**src/rtl/disp_pkg.sv**
```systemverilog
// disp_pkg: shared scan-state type, register bundle, default timing and
// helpers for the 4-digit 7-segment scan controller.
package disp_pkg;

    typedef enum logic {
        BLANK = 1'b0,
        DRIVE = 1'b1
    } scan_state_e;

    typedef struct packed {
        logic [15:0] num;
        logic [3:0]  points;
        logic [3:0]  les;
    } disp_regs_t;

    localparam int SCAN_DIV_DEF     = 131072;
    localparam int BLANK_CYC_DEF    = 1024;
    localparam int BLINK_FRAMES_DEF = 64;

    // Anode select per digit index, active-low.
    localparam logic [3:0] AN_PATTERN [4] = '{4'hE, 4'hD, 4'hB, 4'h7};
    localparam logic [3:0] AN_OFF         = 4'hF;

    localparam disp_regs_t REGS_RESET = '{num: 16'h0000, points: 4'h0, les: 4'hF};

    // Bits needed for a counter running 0..div-1 (never narrower than one bit).
    function automatic int cnt_width(input int div);
        int w;
        if (div > 2) begin
            w = $clog2(div);
        end else begin
            w = 1;
        end
        return w;
    endfunction

endpackage

```
**src/rtl/disp_scan_ctrl_if.sv**
```systemverilog
// disp_scan_ctrl_if: valid/ready write port carrying the next display contents.
interface disp_scan_ctrl_if;
    logic        wr_valid;
    logic        wr_ready;
    logic [15:0] wr_num;
    logic [3:0]  wr_points;
    logic [3:0]  wr_les;
    logic [3:0]  wr_blink;

    modport master (
        output wr_valid, wr_num, wr_points, wr_les, wr_blink,
        input  wr_ready
    );

    modport slave (
        input  wr_valid, wr_num, wr_points, wr_les, wr_blink,
        output wr_ready
    );
endinterface

```
**src/rtl/disp_scan_timer.sv**
```systemverilog
// disp_scan_timer: per-digit slot timing (BLANK then DRIVE), digit index and
// the combinational frame-end strobe marking the last DRIVE cycle of digit 3.
module disp_scan_timer
    import disp_pkg::*;
#(
    parameter int SCAN_DIV  = SCAN_DIV_DEF,
    parameter int BLANK_CYC = BLANK_CYC_DEF
) (
    input  logic        clk,
    input  logic        rst,
    input  logic        en,
    output scan_state_e state_r,
    output logic [1:0]  digit_r,
    output logic        frame_end_s
);

    localparam int CNT_W     = cnt_width(SCAN_DIV);
    localparam int DRIVE_CYC = SCAN_DIV - BLANK_CYC;
    localparam logic [CNT_W-1:0] CNT_ZERO   = {CNT_W{1'b0}};
    localparam logic [CNT_W-1:0] CNT_ONE    = CNT_W'(1'b1);
    localparam logic [CNT_W-1:0] BLANK_LAST = CNT_W'(BLANK_CYC - 1);
    localparam logic [CNT_W-1:0] DRIVE_LAST = CNT_W'(DRIVE_CYC - 1);
    // With no blanking interval every slot starts straight in DRIVE.
    localparam scan_state_e SLOT_START = (BLANK_CYC == 0) ? DRIVE : BLANK;

    logic [CNT_W-1:0] cnt_r;
    logic [CNT_W-1:0] cnt_nx_s;
    scan_state_e      state_nx_s;
    logic [1:0]       digit_nx_s;

    // Next-state logic: advance within the slot, roll digit at end of DRIVE.
    always_comb begin
        state_nx_s  = state_r;
        cnt_nx_s    = cnt_r;
        digit_nx_s  = digit_r;
        frame_end_s = 1'b0;
        if (en) begin
            case (state_r)
                BLANK: begin
                    if (cnt_r == BLANK_LAST) begin
                        state_nx_s = DRIVE;
                        cnt_nx_s   = CNT_ZERO;
                    end else begin
                        cnt_nx_s = cnt_r + CNT_ONE;
                    end
                end
                DRIVE: begin
                    if (cnt_r == DRIVE_LAST) begin
                        state_nx_s  = SLOT_START;
                        cnt_nx_s    = CNT_ZERO;
                        digit_nx_s  = digit_r + 2'd1;
                        frame_end_s = (digit_r == 2'd3);
                    end else begin
                        cnt_nx_s = cnt_r + CNT_ONE;
                    end
                end
                default: begin
                    state_nx_s = SLOT_START;
                    cnt_nx_s   = CNT_ZERO;
                end
            endcase
        end else begin
            state_nx_s = state_r;
        end
    end

    // State, slot counter and digit registers.
    always_ff @(posedge clk) begin
        if (rst) begin
            state_r <= SLOT_START;
            cnt_r   <= CNT_ZERO;
            digit_r <= 2'd0;
        end else begin
            state_r <= state_nx_s;
            cnt_r   <= cnt_nx_s;
            digit_r <= digit_nx_s;
        end
    end

endmodule

```
**src/rtl/disp_scan_ctrl.sv**
```systemverilog
// disp_scan_ctrl: 4-digit 7-segment scan controller with double-buffered
// display registers committed at frame ends. Optional blink: DISP_BLINK_EN.
module disp_scan_ctrl
    import disp_pkg::*;
#(
    parameter int SCAN_DIV     = SCAN_DIV_DEF,
    parameter int BLANK_CYC    = BLANK_CYC_DEF,
    parameter int BLINK_FRAMES = BLINK_FRAMES_DEF
) (
    input  logic             clk,
    input  logic             rst,
    input  logic             en,
    disp_scan_ctrl_if.slave  wr_if,
    output logic [3:0]       an,
    output logic [3:0]       hex,
    output logic             le,
    output logic             point,
    output logic             frame_tick
);

    scan_state_e state_s;
    logic [1:0]  digit_s;
    logic        frame_end_s;

    disp_regs_t  shadow_r;
    disp_regs_t  active_r;
    logic        pending_r;
    logic        accept_s;
    logic        commit_s;
    logic [3:0]  blink_mask_s;

    logic [1:0]  lane_s;
    logic [3:0]  an_sel_s;
    logic [3:0]  hex_sel_s;
    logic        le_sel_s;
    logic        point_sel_s;

    logic [3:0]  an_r;
    logic [3:0]  hex_r;
    logic        le_r;
    logic        point_r;
    logic        frame_tick_r;

    disp_scan_timer #(
        .SCAN_DIV  (SCAN_DIV),
        .BLANK_CYC (BLANK_CYC)
    ) u_timer (
        .clk         (clk),
        .rst         (rst),
        .en          (en),
        .state_r     (state_s),
        .digit_r     (digit_s),
        .frame_end_s (frame_end_s)
    );

    // Accept and commit can never coincide: accept needs pending low.
    assign accept_s       = wr_if.wr_valid & ~pending_r;
    assign commit_s       = frame_end_s & pending_r;
    assign wr_if.wr_ready = ~pending_r;

    // Shadow capture on accept, shadow-to-active transfer at frame end.
    always_ff @(posedge clk) begin
        if (rst) begin
            shadow_r  <= REGS_RESET;
            active_r  <= REGS_RESET;
            pending_r <= 1'b0;
        end else if (commit_s) begin
            active_r  <= shadow_r;
            pending_r <= 1'b0;
        end else if (accept_s) begin
            shadow_r  <= '{num: wr_if.wr_num, points: wr_if.wr_points, les: wr_if.wr_les};
            pending_r <= 1'b1;
        end
    end

`ifdef DISP_BLINK_EN
    localparam int BLINK_W = cnt_width(BLINK_FRAMES);
    localparam logic [BLINK_W-1:0] BLINK_ZERO = {BLINK_W{1'b0}};
    localparam logic [BLINK_W-1:0] BLINK_ONE  = BLINK_W'(1'b1);
    localparam logic [BLINK_W-1:0] BLINK_LAST = BLINK_W'(BLINK_FRAMES - 1);

    logic [3:0]         shadow_blink_r;
    logic [3:0]         active_blink_r;
    logic [BLINK_W-1:0] blink_cnt_r;
    logic               blink_phase_r;

    // Blink mask rides the same shadow/commit path as the other fields.
    always_ff @(posedge clk) begin
        if (rst) begin
            shadow_blink_r <= 4'h0;
            active_blink_r <= 4'h0;
        end else if (commit_s) begin
            active_blink_r <= shadow_blink_r;
        end else if (accept_s) begin
            shadow_blink_r <= wr_if.wr_blink;
        end
    end

    // Blink phase flips after every BLINK_FRAMES frame ends.
    always_ff @(posedge clk) begin
        if (rst) begin
            blink_cnt_r   <= BLINK_ZERO;
            blink_phase_r <= 1'b0;
        end else if (frame_end_s) begin
            if (blink_cnt_r == BLINK_LAST) begin
                blink_cnt_r   <= BLINK_ZERO;
                blink_phase_r <= ~blink_phase_r;
            end else begin
                blink_cnt_r <= blink_cnt_r + BLINK_ONE;
            end
        end
    end

    assign blink_mask_s = active_blink_r & {4{blink_phase_r}};
`else
    logic unused_blink_s;
    assign unused_blink_s = ^wr_if.wr_blink;
    assign blink_mask_s   = 4'h0;
`endif

    // Digit mux; BLANK keeps anodes off but already carries the upcoming digit.
    always_comb begin
        lane_s      = 2'd3 - digit_s;
        hex_sel_s   = active_r.num[{lane_s, 2'b00} +: 4];
        le_sel_s    = active_r.les[lane_s] | blink_mask_s[lane_s];
        point_sel_s = active_r.points[lane_s];
        if (en && (state_s == DRIVE)) begin
            an_sel_s = AN_PATTERN[digit_s];
        end else begin
            an_sel_s = AN_OFF;
        end
    end

    // Output registers: one cycle behind the scan state.
    always_ff @(posedge clk) begin
        if (rst) begin
            an_r         <= AN_OFF;
            hex_r        <= 4'h0;
            le_r         <= 1'b1;
            point_r      <= 1'b0;
            frame_tick_r <= 1'b0;
        end else begin
            an_r         <= an_sel_s;
            hex_r        <= hex_sel_s;
            le_r         <= le_sel_s;
            point_r      <= point_sel_s;
            frame_tick_r <= frame_end_s;
        end
    end

    assign an         = an_r;
    assign hex        = hex_r;
    assign le         = le_r;
    assign point      = point_r;
    assign frame_tick = frame_tick_r;

endmodule

```
**src/flat_wrapper.sv**
```systemverilog
// flat-port wrapper written by rule: the top's interface ports become plain ports
module disp_scan_ctrl_flat import disp_pkg::*;
#(
    parameter int SCAN_DIV     = SCAN_DIV_DEF,
    parameter int BLANK_CYC    = BLANK_CYC_DEF,
    parameter int BLINK_FRAMES = BLINK_FRAMES_DEF
)
  (clk, rst, en, an, hex, le, point, frame_tick, wr_if_wr_valid, wr_if_wr_num, wr_if_wr_points, wr_if_wr_les, wr_if_wr_blink, wr_if_wr_ready);
  disp_scan_ctrl_if wr_if_i ();
  input  logic clk;
  input  logic rst;
  input  logic en;
  output logic [3:0] an;
  output logic [3:0] hex;
  output logic le;
  output logic point;
  output logic frame_tick;
  input wire logic [$bits(wr_if_i.wr_valid)-1:0] wr_if_wr_valid;
  input wire logic [$bits(wr_if_i.wr_num)-1:0] wr_if_wr_num;
  input wire logic [$bits(wr_if_i.wr_points)-1:0] wr_if_wr_points;
  input wire logic [$bits(wr_if_i.wr_les)-1:0] wr_if_wr_les;
  input wire logic [$bits(wr_if_i.wr_blink)-1:0] wr_if_wr_blink;
  output wire logic [$bits(wr_if_i.wr_ready)-1:0] wr_if_wr_ready;
  assign wr_if_i.wr_valid = wr_if_wr_valid;
  assign wr_if_i.wr_num = wr_if_wr_num;
  assign wr_if_i.wr_points = wr_if_wr_points;
  assign wr_if_i.wr_les = wr_if_wr_les;
  assign wr_if_i.wr_blink = wr_if_wr_blink;
  assign wr_if_wr_ready = wr_if_i.wr_ready;
  disp_scan_ctrl #(.SCAN_DIV(SCAN_DIV), .BLANK_CYC(BLANK_CYC), .BLINK_FRAMES(BLINK_FRAMES)) u_core (.clk(clk), .rst(rst), .en(en), .wr_if(wr_if_i), .an(an), .hex(hex), .le(le), .point(point), .frame_tick(frame_tick));
endmodule
```
**config.mk**
```make
export PLATFORM = sky130hd
export DESIGN_NAME = disp_scan_ctrl_flat
export DESIGN_NICKNAME = d
export VERILOG_FILES = /design/src/rtl/disp_pkg.sv /design/src/rtl/disp_scan_ctrl_if.sv /design/src/rtl/disp_scan_timer.sv /design/src/rtl/disp_scan_ctrl.sv /design/src/flat_wrapper.sv
export SDC_FILE = /design/constraint.sdc
export NUM_CORES = 1
export LEC_CHECK = 0
export BUFFER_PORTS_ARGS = -buffer_cell sky130_fd_sc_hd__buf_2
export CORE_ASPECT_RATIO = 1.1
export CORE_MARGIN = 2
export CORE_UTILIZATION = 57
export CTS_CLUSTER_DIAMETER = 30
export CTS_CLUSTER_SIZE = 8
export DETAILED_ROUTE_END_ITERATION = 12
export HOLD_SLACK_MARGIN = 0.03
export PLACE_DENSITY = 0.83
export SLEW_MARGIN = 20
export SYNTH_ARGS = -nofsm -noshare
export SYNTH_HDL_FRONTEND = slang
export SYNTH_HIERARCHICAL = 1
export SYNTH_SLANG_ARGS = --single-unit
```
**constraint.sdc**
```tcl
create_clock -name clk -period 2.4 [get_ports clk]
set_input_delay 0.12 -clock clk [delete_from_list [all_inputs] [get_ports clk]]
set_output_delay 0.12 -clock clk [all_outputs]
set_load 0.01 [all_outputs]
```
# Word-level counts from Yosys, hierarchy flattened
# Index checks and enable logic that the tools add are counted.
word_totals:
  ramBits: 0
  word_cells: 55
  n_memories: 0
  in_bits: 32
  out_inout_bits: 12
  register_bits: 80
  rom_bits: 0
  latchBits: 0
classes:
  n_addsub: 3
  order_cmp: 2
  reduce_logical: 5
  n_div: 0
  mux: 18
  shifts: 1
  eq_ne: 3
  bitwise_logic: 8
  mul: 0
op_table:
  columns: ["operator", "count"]
  rows:
  - ["$mux 17", 2]
  - ["$pmux 17 s2", 1]
  - ["$add 17x1->17 const B", 1]
  - ["$eq 17x10->1 const B", 1]
  - ["$eq 17x17->1 const B", 1]
  - ["$shiftx 16x5->4", 1]
  - ["$bmux 4 s2", 1]
  - ["$mux 1", 8]
  - ["$mux 4", 2]
  - ["$bmux 1 s2", 3]
  - ["$not 1->1", 4]
  - ["$reduce_or 2->1", 2]
  - ["$ge 3x3->1 const B", 1]
  - ["$lt 2x3->1 const B", 1]
  - ["$not 2->3", 1]
  - ["$reduce_and 3->1", 1]
  - ["$add 2x1->2 const B", 1]
  - ["$and 1x1->1", 2]
  - ["$eq 2x2->1 const B", 1]
  - ["$pmux 1 s2", 1]
  - ["$reduce_and 2->1", 1]
  - ["$sub 2x2->2 const A", 1]
  - ["$logic_and 1x1->1", 1]
  - ["$or 1x1->1", 1]

# Logic depth before layout (Yosys ltp)
# Gate-level depths: netlist (run 1).
logic_depth:
  ltp_word: 7
  mapped_depth: 11
  mapped_depth_nobuf: 7

# By module
# Netlist (run 1), hierarchy kept.
by_module_without_submodules:
  columns: ["module", "area_per_inst_um2", "cells_per_inst", "n_inst", "seq_area_each_um2"]
  rows:
  - ["disp_scan_ctrl", 2182.1, 257, 1, 1201.2]
  - ["disp_scan_timer", 1144.8, 127, 1, 400.4]

# Worst setup path before layout (run 1)
# Ideal clock, no wire load.
synth_timing:
  path_kind: "reg-to-reg"
  from: "reg u_core.u_timer.cnt_r[12]"
  to: "reg u_core/active_r[18] (netlist bit)"
  setup_time_ps: 70
  path_slack_ps: 540
  required_time_ps: 2330
  synth_period_minus_slack_ps: 1860
  path_buffers: 4
  arrival_time_ps: 1789
  path_stages_with_launch: 12
  cell_sequence: "dfxtp_1 buf_6 and4_4 nand4_4 buf_6 nor4_1 and2_1 and2_1 buf_2 buf_2 nand2_1 a21oi_1"
synth_via:
  elab_chain_len: 5
synth_lines:
  columns: ["element", "line_no", "rtl"]
  rows:
  - ["from (decl)", "disp_scan_timer.sv:26", "logic [CNT_W-1:0] cnt_r;"]
  - ["from (signal assigned)", "disp_scan_timer.sv:75", "cnt_r <= cnt_nx_s;"]
  - ["$eq 17x17->1", "disp_scan_timer.sv:48", "if (cnt_r == DRIVE_LAST) begin"]
  - ["$mux 1", "disp_scan_timer.sv:48", null]
  - ["$mux 1", "disp_scan_timer.sv:38", "case (state_r)"]
  - ["$mux 1", "disp_scan_timer.sv:37", "if (en) begin"]
  - ["net u_core.frame_end_s", "disp_scan_ctrl.sv:23", "logic frame_end_s;"]
  - ["$and 1x1->1", "disp_scan_ctrl.sv:58", "assign commit_s = frame_end_s & pending_r;"]
  - ["to (signal assigned)", "disp_scan_ctrl.sv:68", "active_r <= shadow_r;"]
  - ["to (decl)", "disp_scan_ctrl.sv:26", "disp_regs_t active_r;"]
# The timed path passes the listed nets, and every way through them passes these cells.
# A chain may end at the register's enable or synchronous reset.

# Final worst setup path (run 1)
layout_timing:
  from: "reg u_core.u_timer.cnt_r[11]"
  to: "reg u_core.u_timer.cnt_r[3]"
layout_via:
  elab_chain_len: 3
  word_cells_on_any_way: 5
  cone_classes: "2 x eq/ne; 3 x mux"
layout_lines:
  columns: ["element", "line_no"]
  rows:
  - ["$eq 17x17->1 / $eq 17x10->1 (equally long branches)", "disp_scan_timer.sv:48, disp_scan_timer.sv:40"]
  - ["$mux 17 (on tied branches)", "disp_scan_timer.sv:48, disp_scan_timer.sv:40"]
  - ["$pmux 17 s2 (*)", "disp_scan_timer.sv:38"]
# Every way passes the cells marked *; elsewhere a longest branch is shown, timed or not.

==> results of run 1 <==
-- worst min path at each step --
| stage | start | to |
|---|---|---|
| 2_1_floorplan | en | u_core/an[3] |
| 3_3_place_gp | wr_if_wr_les[0] | u_core/shadow_r[0] |
| 3_5_place_dp | wr_if_wr_les[2] | u_core/shadow_r[2] |
| 4_1_cts | wr_if_wr_points[0] | u_core/shadow_r[4] |
| 5_1_grt | wr_if_wr_num[1] | u_core/shadow_r[9] |
| 6_report | wr_if_wr_num[1] | u_core/shadow_r[9] |
-- layout make-up --
cell class | count | area, um2 | share of cell area [%]
clock buffer | 13 | 159 | 4.04
tap | 77 | 96.3 | 2.45
sequential | 80 | 1600 | 40.8
clock inverter | 2 | 38.8 | 0.987
multi-input combinational | 276 | 1540 | 39.1
inverter | 2 | 7.51 | 0.191
timing repair buffer | 69 | 488 | 12.4
-- stage by stage --
step	std cells	hold WS [ns]	setup WS (ns)	util (%)
after CTS	519	0.0310	0.359	69.0
final	519	0.0329	0.347	69.0
after global routing	519	0.0341	0.154	69.0
after floorplan	384	0.215	0.540	-
after global placement	482	0.338	0.465	61.6
after detailed placement	482	0.343	0.388	61.6
-- per-layer routing --
layer	vias up	global-route usage, %	routed length [um]
met2	58	41.2	3620
met3	18	5.52	288
met5	-	0	0
met4	0	11.4	196
li1	1421	-	-
met1	1286	24.8	2860
-- power groups by stage --
stage / Sequential (W) / Clock [W] / Combinational, W
floorplan: 0.00140 / 0 / 0.0000832
finish: 0.00138 / 0.000981 / 0.000146
global route: 0.00138 / 0.00106 / 0.000163
detailed placement: 0.00141 / 0 / 0.000117
global placement: 0.00141 / 0 / 0.000114
CTS: 0.00138 / 0.000998 / 0.000145
-- cell usage after synthesis, types with 2 or more instances --
master      n  area (um2)
a21oi_1    45         225
nor4_1      5        31.3
inv_1       2        7.51
or3b_2      3        26.3
clkbuf_1    9        33.8
nand3b_1   12        90.1
xnor2_1     8        70.1
nand3_1     4        20.0
nor2_1      9        33.8
and4_1      2        17.5
nor3_1     12        60.1
nor2b_1     4        25.0
xor2_1      3        26.3
a31oi_1     3        18.8
nand4b_1    2        17.5
or3_1       2        12.5
nand2_1   110         413
and2_1      2        12.5
buf_6       7        78.8
mux2i_1    10         100
buf_2       8        40.0
nand2b_1    4        25.0
o21ai_0     2        10.0
ha_1        2        25.0
dfxtp_1    80        1600
or4b_1      2        20.0
o22ai_1     6        37.5
nand4_1     8        50.1
-- logic make-up (layout without fill, tap and decap cells) --
logic type      count (synthesis)  count (layout)
xor+xnor                       11              11
simple gates                  191             191
mux                            11              11
fa+ha+maj                       2               2
flops                          80              80
buf+inv                        28              86
compound gates                 61              61
-- sequential cells by signal (all words and copies together) (netlist names) --
signal and count:
u_core/u_timer/digit_r 2, u_core/u_timer/cnt_r 17, u_core/frame_tick 1, u_core/point 1, u_core/pending_r 1, u_core/hex 4, u_core/shadow_r 24, u_core/active_r 24
u_core/u_timer/state_r 1, u_core/le 1, u_core/an 4
-- critical path, delay by kind of cell (launching register included) --
family                 cells  cell delay [ns]
AND/OR/NAND/NOR            3             0.81
AO/OA/AOI/OAI              1             0.62
flip-flops                 1             0.32
buffers and inverters      1             0.15
-- placed cells by master, fill, tap and decap left out, types with 3 or more instances in the layout --
cell type / synthesis / routed
nand2_1: 110 / 110
dfxtp_1: 80 / 80
a21oi_1: 45 / 45
buf_2: 8 / 39
dlygate4sd3_1: 0 / 22
nand3b_1: 12 / 12
nor3_1: 12 / 12
clkbuf_8: 0 / 11
mux2i_1: 10 / 10
nor2_1: 9 / 9
nand4_1: 8 / 8
xnor2_1: 8 / 8
buf_4: 1 / 7
o22ai_1: 6 / 6
nor4_1: 5 / 5
nor2b_1: 4 / 4
nand2b_1: 4 / 4
nand3_1: 4 / 4
or3b_2: 3 / 3
xor2_1: 3 / 3
a31oi_1: 3 / 3
-- what timing repair did --
| action | 4_1_cts | 5_1_grt |
|---|---|---|
| endpoints found under the hold margin | 22 | 0 |
| hold buffers | 22 | 0 |
| gates resized for setup | 0 | 0 |
| setup endpoints to repair | 0 | 0 |
==> impl_metrics.env, run 1 <==
export IMPL_final_setup_tns_ns=0
export IMPL_grt_max_degree=54
export IMPL_clkTransAtPathRegs_ns=0.07
export IMPL_drt_antenna_violating_nets=0
export IMPL_grt_first_pass_wirelength_um=11700
export IMPL_finalInstanceArea_um2=3930
export IMPL_cts_buffer_depth=2
export IMPL_yosysWarningCount=6
export IMPL_rsz0062_at_grt="false"
export IMPL_num_rows=29
export IMPL_place_hpwl_um=4310
export IMPL_synth_edf_count=0
export IMPL_cts_tree="built"
export IMPL_start_kind="register"
export IMPL_synth_adder_area_share_pct=0.752
export IMPL_cp_end_kind="register"
export IMPL_hold_viol=0
export IMPL_cap_violations=0
export IMPL_critPathSlowestCell="a21oi_1"
export IMPL_synthFlopType="dfxtp_1"
export IMPL_vias=2783
export IMPL_max_slew_worst_pin_slew_ns=0.829
export IMPL_grt_pass1_vias=2629
export IMPL_max_vdd_ir_drop_uv=516
export IMPL_finalPower_w=0.00250
export IMPL_place_area_um2=3510
export IMPL_async_flop_share_pct=0
export IMPL_clockPowerShare_pct=39.2
export IMPL_io_pins=44
export IMPL_die_area_um2=6460
export IMPL_clock_latency_ns=0.35
export IMPL_skew_ns=0.00982
export IMPL_synth_compound_area_share_pct=10.3
export IMPL_ys_seq_area_share_pct=48.1
export IMPL_slowest_delay_ns=0.62
export IMPL_power_density_nw_per_um2=637
export IMPL_overflow=0
export IMPL_netlist_instances=384
export IMPL_crit_path_start="u_core/u_timer/cnt_r[11]"
export IMPL_final_fill_count=461
export IMPL_crit_end="u_core/u_timer/cnt_r[3]"
export IMPL_dr_pass1_iters=4
export IMPL_yosys_area_share_xor_xnor_pct=2.90
export IMPL_crit_arrival_ns=2.25
export IMPL_synth_top_family_by_area="simple AND/OR/NAND/NOR gates"
export IMPL_wl_per_cell_um=13.4
export IMPL_path_cells="buf_4, nor4_1, nand3b_1, a21oi_1, nor3_1"
export IMPL_grt_usage_pct=22.8
export IMPL_cts_sinks=80
export IMPL_num_antenna_cells=0
export IMPL_internal_power_w=0.00196
export IMPL_hold_class="in -> reg"
export IMPL_r2r_setup_slack_ns=0.35
export IMPL_vias_per_cell=5.36
export IMPL_swShare_pct=21.6
export IMPL_port_buffers=39
export IMPL_syn_area_um2=3330
export IMPL_p_comb_share_pct=5.8
export IMPL_yosysUniqueCellTypes=46
export IMPL_drv_slew=0
export IMPL_finalSetupViolCount=0
export IMPL_ys_seq_elements=80
export IMPL_drc=0
export IMPL_die_w_um=76.8
export IMPL_nets=472
export IMPL_synth_nets=418
export IMPL_rr_worst_depth=5
export IMPL_numCtsBuffers=9
export IMPL_synth_area_per_cell_um2=8.66
export IMPL_slew_headroom_pct=44.7
export IMPL_drt_total_wl_um=6960
export IMPL_fin_crit_ns=2.05
export IMPL_antenna_found_initial=0
export IMPL_required_ns=2.59
export IMPL_power_frac_seq_pct=55.0
export IMPL_synthToLayoutAreaGrowth_pct=18.1
export IMPL_drive_above_1_share_pct=16.5
export IMPL_cts_max_level=3
export IMPL_cts_setup_buffers=0
export IMPL_cts_root_buf="clkbuf_8"
export IMPL_power_leakage_nw=1.44
export IMPL_fin_crit_sh_pct=85.6
export IMPL_synthSimpleGateAreaFrac_pct=28.6
export IMPL_worstSetupPathType="reg -> reg"
export IMPL_die_y_um=84.1
export IMPL_critPathMaxFanout=8
export IMPL_synth_mux_area_share_pct=3.69
export IMPL_status="finished, final reports clean"
export IMPL_min_path_cells=3
export IMPL_core_um2=5700
export IMPL_r2r_end="u_core/u_timer/cnt_r[3]"
export IMPL_switchingPower_w=0.000541
export IMPL_r2r_start="u_core/u_timer/cnt_r[11]"
export IMPL_drtIter0Drc=130
export IMPL_globalplace_congestion=0.812
export IMPL_timing_fmax_ghz=0.487
export IMPL_floorplan_initialDensity_pct=58.4
(Power assumes the default switching activity.)
==> run 2: changes to the inputs <==
--- a/config.mk
+++ b/config.mk
@@ -14,6 +14,7 @@
 export DETAILED_ROUTE_END_ITERATION = 12
 export HOLD_SLACK_MARGIN = 0.03
 export PLACE_DENSITY = 0.83
+export RECOVER_POWER = 100
 export SLEW_MARGIN = 20
 export SYNTH_ARGS = -nofsm -noshare
 export SYNTH_HDL_FRONTEND = slang
==> run 2 against run 1 <==
Worst setup slack lost 0.060 ns. Final cell count is the same. Die area is the same. Critical path type unchanged. Largest power group unchanged.
==> impl_metrics.env, run 2 (synthesized netlist as in run 1, its figures left out) <==
export IMPL_status="finished, final reports clean"
export IMPL_clock_latency_ns=0.35
export IMPL_seq_area_um2=1600
export IMPL_switchingPower_w=0.000539
export IMPL_r2r_end="u_core/u_timer/cnt_r[1]"
export IMPL_num_rows=29
export IMPL_die_area_um2=6460
export IMPL_slew_headroom_pct=31.8
export IMPL_cts_max_level=3
export IMPL_wl_per_cell_um=13.4
export IMPL_cp_end_kind="register"
export IMPL_min_path_cells=3
export IMPL_numCtsBuffers=9
export IMPL_power_frac_seq_pct=55.1
export IMPL_slowest_delay_ns=0.69
export IMPL_cts_buffer_depth=2
export IMPL_crit_arrival_ns=2.31
export IMPL_core_um2=5700
export IMPL_final_fill_count=474
export IMPL_drt_antenna_violating_nets=0
export IMPL_cap_violations=0
export IMPL_cts_tree="built"
export IMPL_synthToLayoutAreaGrowth_pct=16.9
export IMPL_vias_per_cell=5.35
export IMPL_nets=472
export IMPL_power_density_nw_per_um2=643
export IMPL_die_w_um=76.8
export IMPL_swShare_pct=21.5
export IMPL_globalplace_congestion=0.812
export IMPL_max_slew_worst_pin_slew_ns=1.02
export IMPL_drc=0
export IMPL_clkTransAtPathRegs_ns=0.07
export IMPL_cts_sinks=80
export IMPL_place_hpwl_um=4310
export IMPL_vias=2778
export IMPL_finalSetupViolCount=0
export IMPL_grt_pass1_vias=2629
export IMPL_path_cells="clkbuf_2, nor4_1, nand3b_1, a2111oi_0, o31ai_1"
export IMPL_top_regs="u_core/active_r: 24 flops, u_core/shadow_r: 24 flops, u_core/u_timer/cnt_r: 17 flops"
export IMPL_drive_above_1_share_pct=12.7
export IMPL_rsz0062_at_grt="false"
export IMPL_critPathMaxFanout=7
export IMPL_internal_power_w=0.00196
export IMPL_clockPowerShare_pct=39.1
export IMPL_grt_max_degree=54
export IMPL_overflow=0
export IMPL_r2r_start="u_core/u_timer/cnt_r[11]"
export IMPL_start_kind="register"
export IMPL_io_pins=44
export IMPL_dr_pass1_iters=4
export IMPL_num_antenna_cells=0
export IMPL_power_leakage_nw=1.39
export IMPL_worst_hold_startpoint="wr_if_wr_num[1]"
export IMPL_port_buffers=39
export IMPL_worstSetupPathType="reg -> reg"
export IMPL_p_comb_share_pct=5.8
export IMPL_max_vdd_ir_drop_uv=517
export IMPL_required_ns=2.60
export IMPL_antenna_found_initial=0
export IMPL_multi_input_area_um2=1520
export IMPL_skew_ns=0.00855
export IMPL_critPathSlowestCell="a2111oi_0"
export IMPL_mostFrequentLayoutCells="nand2_1, dfxtp_1, a21oi_1"
export IMPL_drtIter0Drc=121
export IMPL_cts_root_buf="clkbuf_8"
export IMPL_finalPower_w=0.00250
export IMPL_rr_worst_depth=5
export IMPL_final_util_pct=68.3
export IMPL_floorplan_initialDensity_pct=58.4
export IMPL_hold_class="in -> reg"
export IMPL_mostFrequentLayoutCell="nand2_1"
export IMPL_grt_first_pass_wirelength_um=11700
export IMPL_hold_viol=0
export IMPL_placed_cells=482
export IMPL_fin_crit_sh_pct=88.0
export IMPL_fin_crit_ns=2.11
export IMPL_min_to="u_core/shadow_r[9]"
export IMPL_drt_total_wl_um=6950
export IMPL_grt_usage_pct=22.8
export IMPL_final_setup_tns_ns=0
export IMPL_instances_no_fill=519
export IMPL_drv_slew=0
export IMPL_r2r_setup_slack_ns=0.29
export IMPL_die_y_um=84.1
export IMPL_timing_fmax_ghz=0.473
run 2: changes by cell type in the layout (fill, tap and decap cells not counted):
cell,before,now
buf_2,39,27
and2_0,0,2
a2111oi_2,1,0
and3_1,1,2
clkbuf_1,2,16
buf_4,7,4
clkbuf_2,0,1
nand4_1,8,9
and2_1,2,0
and3_2,1,0
a2111oi_0,0,1
nand4_2,1,0
run 2: final cells by class:
class,count,share of cell area (%)
well taps,77,2.48
inverters,2,0.193
multi-input cells,276,39.2
repair buffers,69,11.9
flip-flops and latches,80,41.2
clock buffers,13,4.08
clock inverters,2,0.997
run 2: what timing repair did:
item / CTS / global route
hold buffers: 22 / 0
setup buffers: 0 / 0
gates resized for setup: 0 / 0
hold endpoints to repair: 22 / 0
run 2: power groups by stage:
stage	Clock, W	Combinational [W]	Sequential (W)
after floorplan	0	0.0000832	0.00140
after global placement	0	0.000114	0.00141
after detailed placement	0	0.000117	0.00141
after CTS	0.000998	0.000145	0.00138
after global routing	0.00106	0.000162	0.00138
final	0.000979	0.000145	0.00138
run 2: metal layers:
metal  wire [um]  global-route usage [%]  vias up
li1            -                       -     1422
met1        2840                    24.8     1276
met2        3630                    41.2       66
met3         344                    5.52       14
met4         142                    11.4        0
met5           0                       0        -
run 2: critical path, delay by kind of cell, from the launching register on:
| kind | cells | cell delay (ns) |
|---|---|---|
| AO/OA/AOI/OAI | 2 | 0.83 |
| AND/OR/NAND/NOR | 2 | 0.65 |
| flip-flops | 1 | 0.32 |
| buffers and inverters | 1 | 0.15 |
run 2: metrics by stage:
stage	hold WS [ns]	setup slack, ns	area (um2)
global placement	0.338	0.465	3510
floorplan	0.215	0.540	3330
finish	0.0392	0.287	3890
CTS	0.0310	0.359	3930
detailed placement	0.343	0.388	3510
global route	0.0341	0.0900	3890
run 2: worst max path at each step:
stage,start,to
finish,u_core/u_timer/cnt_r[11],u_core/u_timer/cnt_r[1]
global route,u_core/u_timer/cnt_r[11],u_core/u_timer/cnt_r[1]
CTS,u_core/u_timer/cnt_r[11],u_core/u_timer/cnt_r[5]
detailed placement,u_core/u_timer/cnt_r[11],u_core/u_timer/cnt_r[3]
global placement,u_core/u_timer/cnt_r[11],u_core/u_timer/cnt_r[13]
floorplan,u_core/u_timer/cnt_r[12],u_core/active_r[18]
==> run 3: changes to the inputs <==
--- a/config.mk
+++ b/config.mk
@@ -5,7 +5,7 @@
 export SDC_FILE = /design/constraint.sdc
 export NUM_CORES = 1
 export LEC_CHECK = 0
-export BUFFER_PORTS_ARGS = -buffer_cell sky130_fd_sc_hd__buf_2
+export BUFFER_PORTS_ARGS = -buffer_cell sky130_fd_sc_hd__buf_4
 export CORE_ASPECT_RATIO = 1.1
 export CORE_MARGIN = 2
 export CORE_UTILIZATION = 57
@@ -15,6 +15,7 @@
 export HOLD_SLACK_MARGIN = 0.03
 export PLACE_DENSITY = 0.83
 export RECOVER_POWER = 100
+export SKIP_LAST_GASP = 1
 export SLEW_MARGIN = 20
 export SYNTH_ARGS = -nofsm -noshare
 export SYNTH_HDL_FRONTEND = slang
==> run 3 against run 2 <==
Sequential power about the same. Register-to-register slack improved by 0.04 ns. Critical path depth increased by 3. Worst hold slack improved by 0.027 ns. Sequential share of layout area decreased by 1.2 points.
==> impl_metrics.env, run 3 (synthesized netlist as in run 1, its figures left out) <==
export IMPL_crit_arrival_ns=2.33
export IMPL_clkTransAtPathRegs_ns=0.08
export IMPL_clock_latency_ns=0.34
export IMPL_vias_per_cell=5.42
export IMPL_critPathMostFrequentCell="and2_0"
export IMPL_drv_slew=0
export IMPL_die_area_um2=6460
export IMPL_antenna_found_initial=0
export IMPL_critPathSlowestCell="dfxtp_1"
export IMPL_grt_pass1_vias=2699
export IMPL_fin_crit_ns=2.08
export IMPL_port_buffers=39
export IMPL_numCtsBuffers=9
export IMPL_worstSetupPathType="reg -> reg"
export IMPL_skew_ns=0.00824
export IMPL_timing_fmax_ghz=0.481
export IMPL_mostFrequentLayoutCells="nand2_1, dfxtp_1, a21oi_1"
export IMPL_overflow=0
export IMPL_vias=2824
export IMPL_cp_end_kind="register"
export IMPL_fin_hold_ws_ns=0.0666
export IMPL_die_w_um=76.8
export IMPL_cts_sinks=80
export IMPL_seq_area_um2=1600
export IMPL_cts_buffer_depth=2
export IMPL_cts_repair_resized=0
export IMPL_start_kind="register"
export IMPL_die_y_um=84.1
export IMPL_multi_input_area_um2=1520
export IMPL_required_ns=2.66
export IMPL_rsz0062_at_grt="false"
export IMPL_grt_max_degree=79
export IMPL_grt_usage_pct=23.2
export IMPL_drtIter0Drc=180
export IMPL_place_hpwl_um=4260
export IMPL_max_slew_worst_pin_slew_ns=1.02
export IMPL_path_cells="and4_4, nand4_4, nor4_1, and2_0, and2_0, buf_4, nand2_1, a21oi_1"
export IMPL_r2r_setup_slack_ns=0.32
export IMPL_hold_class="in -> reg"
export IMPL_mostFrequentLayoutCell="nand2_1"
export IMPL_power_frac_seq_pct=50.7
export IMPL_status="finished, final reports clean"
export IMPL_grt_first_pass_wirelength_um=12100
export IMPL_finalSetupViolCount=0
export IMPL_cap_violations=0
export IMPL_nets=473
export IMPL_globalplace_congestion=0.895
export IMPL_num_antenna_cells=0
export IMPL_num_rows=29
export IMPL_final_fill_count=469
export IMPL_drc=0
export IMPL_core_um2=5700
export IMPL_dr_pass1_iters=5
export IMPL_slew_headroom_pct=31.7
export IMPL_cts_max_level=3
export IMPL_power_density_nw_per_um2=678
export IMPL_top_regs="u_core/active_r: 24 flops, u_core/shadow_r: 24 flops, u_core/u_timer/cnt_r: 17 flops"
export IMPL_p_comb_share_pct=5.9
export IMPL_io_pins=44
export IMPL_hold_viol=0
export IMPL_synthToLayoutAreaGrowth_pct=20.4
export IMPL_floorplan_initialDensity_pct=58.4
export IMPL_internal_power_w=0.00214
export IMPL_drive_above_1_share_pct=12.8
export IMPL_fin_crit_sh_pct=86.6
export IMPL_switchingPower_w=0.000579
export IMPL_drt_antenna_violating_nets=0
export IMPL_critPathMaxFanout=25
export IMPL_power_leakage_nw=1.43
export IMPL_slowest_delay_ns=0.50
export IMPL_finalPower_w=0.00272
export IMPL_clockPowerShare_pct=43.5
export IMPL_cts_tree="built"
export IMPL_swShare_pct=21.3
export IMPL_max_vdd_ir_drop_uv=473
export IMPL_final_setup_tns_ns=0
export IMPL_cts_root_buf="clkbuf_8"
export IMPL_final_util_pct=70.3
export IMPL_wl_per_cell_um=13.5
export IMPL_drt_total_wl_um=7060
## run 3: changes by cell type in the layout (fill, tap and decap cells not counted), sizes merged
cell         delta
clkinvlp        +1
clkbuf          -4
inv             +1
dlygate4sd3     +2
bufinv          +2
## run 3: through the flow
stage                     cells  setup WS [ns]  instance area (um2)
after global placement      481          0.470                 3590
after CTS                   521          0.366                 4070
after floorplan             384          0.540                 3330
final                       521          0.322                 4010
after global routing        521          0.119                 4010
after detailed placement    481          0.379                 3590
## run 3: path summary, 6_finish.rpt
| check | cells past startpoint | start | end |
|---|---|---|---|
| hold / removal | 3 | wr_if_wr_valid | u_core/pending_r |
| setup reg to reg | 8 | u_core/u_timer/cnt_r[12] | u_core/active_r[5] |
| hold reg to reg | 2 | u_core/shadow_r[12] | u_core/active_r[12] |
| setup / recovery | 8 | u_core/u_timer/cnt_r[12] | u_core/active_r[5] |
## run 3: critical path: cells and delay by family, from the launching register on
family,cells,cell delay (ns)
AO/OA/AOI/OAI,1,0.19
buffers and inverters,1,0.27
flip-flops,1,0.50
AND/OR/NAND/NOR,6,1.01
## run 3: power groups by stage
stage / registers, W / clock network, W / logic [W]
after floorplan: 0.00140 / 0 / 0.0000832
after global placement: 0.00140 / 0 / 0.000125
after detailed placement: 0.00141 / 0 / 0.000128
after CTS: 0.00138 / 0.00120 / 0.000160
after global routing: 0.00138 / 0.00128 / 0.000179
final: 0.00138 / 0.00118 / 0.000159
## run 3: area by class of cell
class / instances / share of cell area, %
tap: 77 / 2.41
multi-input combinational: 276 / 38.1
clock inverter: 6 / 2.87
inverter: 2 / 0.187
sequential: 80 / 40.0
clock buffer: 10 / 3.19
timing repair buffer: 70 / 13.3
## run 3: per-layer routing
metal  wire length [um]  part of all wire [%]  vias to the layer above  GRT usage, %
met4                187                   2.6                        0          13.6
met1               2990                    42                     1313          26.9
met2               3600                    51                       67          40.0
met3                278                   3.9                       17          4.11
li1                   -                     -                     1427             -
met5                  0                     0                        -             0
## run 3: timing repair
item                                   CTS  global route
endpoints found under the hold margin   24             0
buffers inserted                         0             0
hold buffers                            24             0
setup endpoints to repair                0             0
